[src/rtl/cpu_phase_sequencer.sv]
// cpu_phase_sequencer: multi-cycle phase sequencer owning pc and retired-instruction count.
// Ports: clk/reset (async active-high); stall holds the current phase; skip_mem bypasses SKIP_PHASE
// when leaving SKIP_PHASE-1; branch_taken/branch_target/halt are sampled when leaving the last phase.
// Outputs (all registered): phase_en/phase_start one-hot, phase_idx, pc, retire pulse, instr_count, halted.
module cpu_phase_sequencer #(
  parameter int                    NUM_PHASES = 5,
  parameter int                    SKIP_PHASE = 3,
  parameter int                    PC_WIDTH   = 32,
  parameter logic [PC_WIDTH-1:0]   RESET_PC   = '0,
  parameter int                    PC_STEP    = 4,
  parameter int                    ALIGN_BITS = 2,
  parameter int                    CNT_WIDTH  = 32
) (
  input  logic                          clk,
  input  logic                          reset,
  input  logic                          stall,
  input  logic                          skip_mem,
  input  logic                          branch_taken,
  input  logic [PC_WIDTH-1:0]           branch_target,
  input  logic                          halt,
  output logic [NUM_PHASES-1:0]         phase_en,
  output logic [NUM_PHASES-1:0]         phase_start,
  output logic [$clog2(NUM_PHASES)-1:0] phase_idx,
  output logic [PC_WIDTH-1:0]           pc,
  output logic                          retire,
  output logic [CNT_WIDTH-1:0]          instr_count,
  output logic                          halted
);
  localparam int IW = $clog2(NUM_PHASES);
  if (NUM_PHASES < 3 || NUM_PHASES > 8) begin : g_bad_num_phases
    $error("NUM_PHASES must be in 3..8");
  end
  if (SKIP_PHASE < 1 || SKIP_PHASE > NUM_PHASES - 2) begin : g_bad_skip_phase
    $error("SKIP_PHASE must be in 1..NUM_PHASES-2");
  end
  if (ALIGN_BITS < 0 || ALIGN_BITS >= PC_WIDTH) begin : g_bad_align
    $error("ALIGN_BITS must be in 0..PC_WIDTH-1");
  end
  typedef enum logic [1:0] {WAIT, RUN, HALTED} state_t;
  state_t                state_q, state_d;
  logic [IW-1:0]         idx_q, idx_d;
  logic [NUM_PHASES-1:0] en_q, en_d, start_q, start_d;
  logic [PC_WIDTH-1:0]   pc_q, pc_d;
  logic [CNT_WIDTH-1:0]  cnt_q, cnt_d;
  logic                  retire_q, retire_d, halted_q, last;
  assign last = idx_q == IW'(NUM_PHASES - 1);
  always_comb begin
    state_d  = state_q;
    idx_d    = idx_q;
    pc_d     = pc_q;
    cnt_d    = cnt_q;
    retire_d = 1'b0;
    start_d  = '0;
    if (state_q == WAIT) begin
      state_d = RUN;
      idx_d   = '0;
      start_d = NUM_PHASES'(1);
    end else if (state_q == RUN && !stall) begin
      if (last) begin
        pc_d     = branch_taken ? (branch_target >> ALIGN_BITS) << ALIGN_BITS : pc_q + PC_WIDTH'(PC_STEP);
        cnt_d    = cnt_q + CNT_WIDTH'(1);
        retire_d = 1'b1;
        state_d  = halt ? HALTED : RUN;
        idx_d    = '0;
        start_d  = halt ? '0 : NUM_PHASES'(1);
      end else begin
        idx_d   = (idx_q == IW'(SKIP_PHASE - 1) && skip_mem) ? IW'(SKIP_PHASE + 1) : idx_q + IW'(1);
        start_d = NUM_PHASES'(1) << idx_d;
      end
    end
    en_d = (state_d == RUN) ? NUM_PHASES'(1) << idx_d : '0;
  end
  always_ff @(posedge clk or posedge reset) begin
    if (reset) begin
      state_q  <= WAIT;
      idx_q    <= '0;
      en_q     <= '0;
      start_q  <= '0;
      pc_q     <= RESET_PC;
      cnt_q    <= '0;
      retire_q <= 1'b0;
      halted_q <= 1'b0;
    end else begin
      state_q  <= state_d;
      idx_q    <= idx_d;
      en_q     <= en_d;
      start_q  <= start_d;
      pc_q     <= pc_d;
      cnt_q    <= cnt_d;
      retire_q <= retire_d;
      halted_q <= state_d == HALTED;
    end
  end
  assign phase_en    = en_q;
  assign phase_start = start_q;
  assign phase_idx   = idx_q;
  assign pc          = pc_q;
  assign retire      = retire_q;
  assign instr_count = cnt_q;
  assign halted      = halted_q;
endmodule

[config.mk]
export PLATFORM = sky130hd
export DESIGN_NAME = cpu_phase_sequencer
export DESIGN_NICKNAME = d
export VERILOG_FILES = /design/src/rtl/cpu_phase_sequencer.sv
export SDC_FILE = /design/constraint.sdc
export NUM_CORES = 1
export LEC_CHECK = 0
export ABC_AREA = 1
export BUFFER_PORTS_ARGS = -buffer_cell sky130_fd_sc_hd__buf_2
export CAP_MARGIN = 20
export CORE_MARGIN = 1.5
export CORE_UTILIZATION = 35
export CTS_BUF_LIST = sky130_fd_sc_hd__clkbuf_2 sky130_fd_sc_hd__clkbuf_4 sky130_fd_sc_hd__clkbuf_8
export CTS_CLUSTER_SIZE = 24
export DETAILED_ROUTE_END_ITERATION = 8
export MAX_ROUTING_LAYER = met4
export SETUP_SLACK_MARGIN = 0.5
export SKIP_CTS_REPAIR_TIMING = 1
export SLEW_MARGIN = 0
export SYNTH_ARGS = -nofsm -noshare
export SYNTH_HDL_FRONTEND = slang
export SYNTH_SLANG_ARGS = --single-unit
[constraint.sdc]
create_clock -name clk -period 3.65 [get_ports clk]
set_input_delay 0.365 -clock clk [delete_from_list [all_inputs] [get_ports clk]]
set_output_delay 0.365 -clock clk [all_outputs]
set_load 0.01 [all_outputs]
Word level (Yosys, flattened, before mapping)
Cells that the tools add are included.

Input port bits: 38. Output and inout bits: 79. Logic and storage cells: 41. Register bits: 81.

Reduce and logical (&&, ||, !) cells: 5. Bitwise operators: 1. Multiplexer cells: 17. $add $sub $neg: 3. Eq/ne operators: 5. Shift-type cells: 2.

Operator list (number): adder 32 x 1 -> 32 bit, second input constant (1); adder 32 x 3 -> 32 bit, second input constant (1); 2-to-1 mux 32 bit (1); 2-to-1 mux 5 bit (4); 2-to-1 mux 3 bit (4); << shifter 1 x 3 -> 5 bit, first input constant (2); 2-to-1 mux 2 bit (4); == test 2 x 1 -> 1 bit, second input constant (2); 2-to-1 mux 1 bit (4); adder 3 x 1 -> 3 bit, second input constant (1); == test 3 x 2 -> 1 bit, second input constant (1); == test 3 bit, second input constant (1); AND reduction 3 bit (1); == test 2 bit, second input constant (1); logical AND 1 bit (2); zero test 2 bit (1); zero test 1 bit (1); inverter 1 bit (1).

Longest topological paths before layout
Word-level depth: 8. Gate-level depth with buffers: 11. Mapped depth without buffers: 11.

Worst setup path after synthesis
Ideal clock, no wire load.

Path type: register to register. Start point: register idx_q[0], in the netlist phase_idx[0]. End point: register cnt_q[21], in the netlist instr_count[21]. Data required time: 3532 ps. Buffers on the path: 0. Setup slack: 2050 ps. Setup time: 118 ps. Clock period less this slack: 1600 ps. Cell stages (with the launch flop): 10. Arrival time: 1482 ps. Cell sequence: dfrtp_1 inv_1 ha_1 nand2_2 inv_1 nand2_4 nor2_1 nand2_1 xor2_1 inv_1.

Cells in the longest elaborated chain, start to end: 2.

RTL lines: start, declared (RTL line 41) `logic [IW-1:0] idx_q, idx_d;`; start signal, assigned (RTL line 85) `idx_q <= idx_d;`; == test 3 bit (RTL line 46) `assign last = idx_q == IW'(NUM_PHASES - 1);`; AND reduction 3 bit (no line); end signal, assigned (RTL line 89) `cnt_q <= cnt_d;`; end, declared (RTL line 44) `logic [CNT_WIDTH-1:0] cnt_q, cnt_d;`.

Every way passes these cells. A chain may end at the register's enable or synchronous reset.

Worst setup path after layout
Start point: register idx_q[0], in the netlist phase_idx[0]. End point: register cnt_q[12], in the netlist instr_count[12].

The elaborated chain is that of the path after synthesis.

==> flow_summary.json <==
{
  "synth.top_cell.area_share_pct": 39.2,
  "syn_inst": 752,
  "antenna_found_initial": 1,
  "final_common_cell": "nand2_1",
  "status": "finished with violations",
  "root_buffer": "clkbuf_8",
  "crit_path_end_kind": "flip-flop",
  "nNetsFinal": 904,
  "violations": "hold timing",
  "pre_cts_ws_ps": 1440,
  "cts_buffers": 9,
  "pin_count": 117,
  "synth_warnings": 0,
  "grt_setup_unrepaired": "false",
  "yosysUniqueCellTypes": 40,
  "startpoint_type": "flip-flop",
  "ys_ff_latch": 79,
  "r2r.worst_path.cells": 8,
  "p_leak_nw": 3.08,
  "whs_ps": -8.34,
  "gr-total-overflow": 0,
  "arrival_ps": 2460,
  "ir_drop_mv": 0.299,
  "reg2reg_from": "phase_idx[0]$_DFF_PP0_",
  "syn_area_per_cell_um2": 6.70,
  "power.density_nw_per_um2": 588,
  "layout_common_cells": "nand2_1 (259), nor2_1 (113), buf_2 (112)",
  "die_w_um": 123,
  "gp_congestion": 0.900,
  "yosysSeqAreaShare_pct": 39.2,
  "drc_errors": 0,
  "antenna_left": 0,
  "reg2reg_slack_ps": 1450,
  "drv_slew": 0,
  "cts_buffer_depth": 2,
  "placed_cell_area_um2": 5750,
  "synth_area_um2": 5040,
  "initial_core_util_pct": 36.0,
  "vias": 4850,
  "hold_viol": 17,
  "seqCellArea_um2": 1980,
  "synthToLayoutAreaGrowth_pct": 18.3,
  "tightest_slew_ps": 713,
  "grtUsageTotal_pct": 19.4,
  "fp.dieH_um": 123,
  "cts_tree": "done",
  "cts_max_level": 3,
  "critPathKind": "reg2reg",
  "reg2reg_to": "instr_count[12]$_DFFE_PP0P_",
  "synthTopCellsByArea": "dfrtp_1 (39%), nand2_1 (19%), nor2_1 (8.4%), inv_1 (7.0%), nand3_1 (5.1%)",
  "vias_per_cell": 4.64,
  "fp.dieArea_um2": 15100,
  "first_global_vias": 4302,
  "drt_iter0_drc": 286,
  "rows": 43,
  "fin_skew_ps": 11.6,
  "clock_latency_ps": 380,
  "core_um2": 14000,
  "required_ps": 3900,
  "max_clock_freq_ghz": 0.454,
  "synth_top_area_cell": "dfrtp_1",
  "drt_wl_total_mm": 13.6,
  "first_pass_iters": 5,
  "drv_cap": 0,
  "cts.clk_slew.worst_paths_ps": 90,
  "port_buffers": 112,
  "grt_pass1_wl_mm": 21.9,
  "finalPower_w": 0.00350,
  "setup_violations": 0,
  "maxSlewHeadroom_pct": 52.5,
  "grt_max_degree": 55,
  "period_minus_slack_ps": 2200,
  "worstPathMaxFanout": 44,
  "wl_per_cell_um": 13.0,
  "nFillCells": 1552,
  "fin_area_um2": 5960,
  "multi_input_area_um2": 2600,
  "cts.sinks": 79,
  "setup_tns_ps": 0,
  "min_path_type": "in2async",
  "dpl.hpwl_mm": 10.1,
  "fin_crit_sh_pct": 60.3,
  "drive_gt1_share_pct": 19.4,
  "setup_ws_ps": 1450
}
[Yosys cell counts (all sizes together)]
| cell type | number |
|---|---|
| conb | 1 |
| o22ai | 4 |
| nand3b | 1 |
| and2 | 3 |
| nand2 | 268 |
| dfrtp | 79 |
| ha | 6 |
| xnor2 | 13 |
| a31oi | 1 |
| a21o | 2 |
| o221ai | 1 |
| nand4 | 10 |
| o21ai | 33 |
| xor2 | 6 |
| a21oi | 14 |
| clkbuf | 5 |
| inv | 99 |
| nand3 | 53 |
| o21a | 1 |
| nor2 | 131 |
| buf | 12 |
| nor3 | 7 |
| a22oi | 1 |
| nor3b | 1 |
[state kept, by name (all words and copies together), names as in the netlist]
| signal | flops |
|---|---|
| phase_idx | 3 |
| instr_count | 32 |
| phase_start | 5 |
| phase_en | 5 |
| halted | 1 |
| pc | 30 |
| state_q | 2 |
| retire | 1 |
[metrics by stage]
stage	utilization [%]	hold slack [ps]	instances
floorplan	-	516	753
global placement	41.1	395	1029
detailed placement	41.1	401	1029
CTS	42.6	-13.9	1045
global route	42.6	18.7	1046
finish	42.6	-8.34	1046
[how the worst max path moves through the flow]
stage	end	depth (start not counted)	from
after floorplan	halted$_DFF_PP0_	1	reset
after global placement	instr_count[12]$_DFFE_PP0P_	8	phase_idx[0]$_DFF_PP0_
after detailed placement	instr_count[12]$_DFFE_PP0P_	8	phase_idx[0]$_DFF_PP0_
after CTS	instr_count[12]$_DFFE_PP0P_	8	phase_idx[0]$_DFF_PP0_
after global routing	instr_count[22]$_DFFE_PP0P_	9	phase_idx[0]$_DFF_PP0_
final	instr_count[12]$_DFFE_PP0P_	8	phase_idx[0]$_DFF_PP0_
[logic make-up (layout without fill, tap and decap cells)]
family          after synthesis  in the layout  share of synthesized area (%)
other cells                   1              3                         0.0744
compound gates               57             57                           6.25
xor+xnor                     19             19                           3.45
fa+ha+maj                     6              6                           1.49
buf+inv                     116            228                           9.26
simple gates                474            474                           40.3
flops                        79             79                           39.2
[power breakdown]
part	switching [W]	internal, W	total (W)
clock	0.000334	0.000378	0.000713
combinational	0.000848	0.000495	0.00134
sequential	0.000318	0.00113	0.00145
[final cells by class]
class                           instances  area share [%]
Antenna cell                            1          0.0420
Clock buffer                           14            2.92
Clock inverter                          2           0.651
Inverter                               99            6.30
Multi-Input combinational cell        558            43.6
Sequential cell                        79            33.2
Tap cell                              180            3.78
Timing Repair Buffer                  113            9.53
[worst max-delay path: stages, from the launching register on]
cell and delay (ps):
dfrtp_1 410, inv_1 160, ha_1 210, nand2_2 110, nor2_8 530, nand3_2 250
nor2_4 190, nand2_2 80, xnor2_2 130
[layer usage]
metal,part of all wire [%],vias to the layer above,global-route usage [%]
met4,1.2,0,5.03
li1,-,2540,-
met1,51,2196,27.8
met3,5.4,13,4.98
met5,0,-,-
met2,43,101,27.0
(Power assumes the default switching activity.)
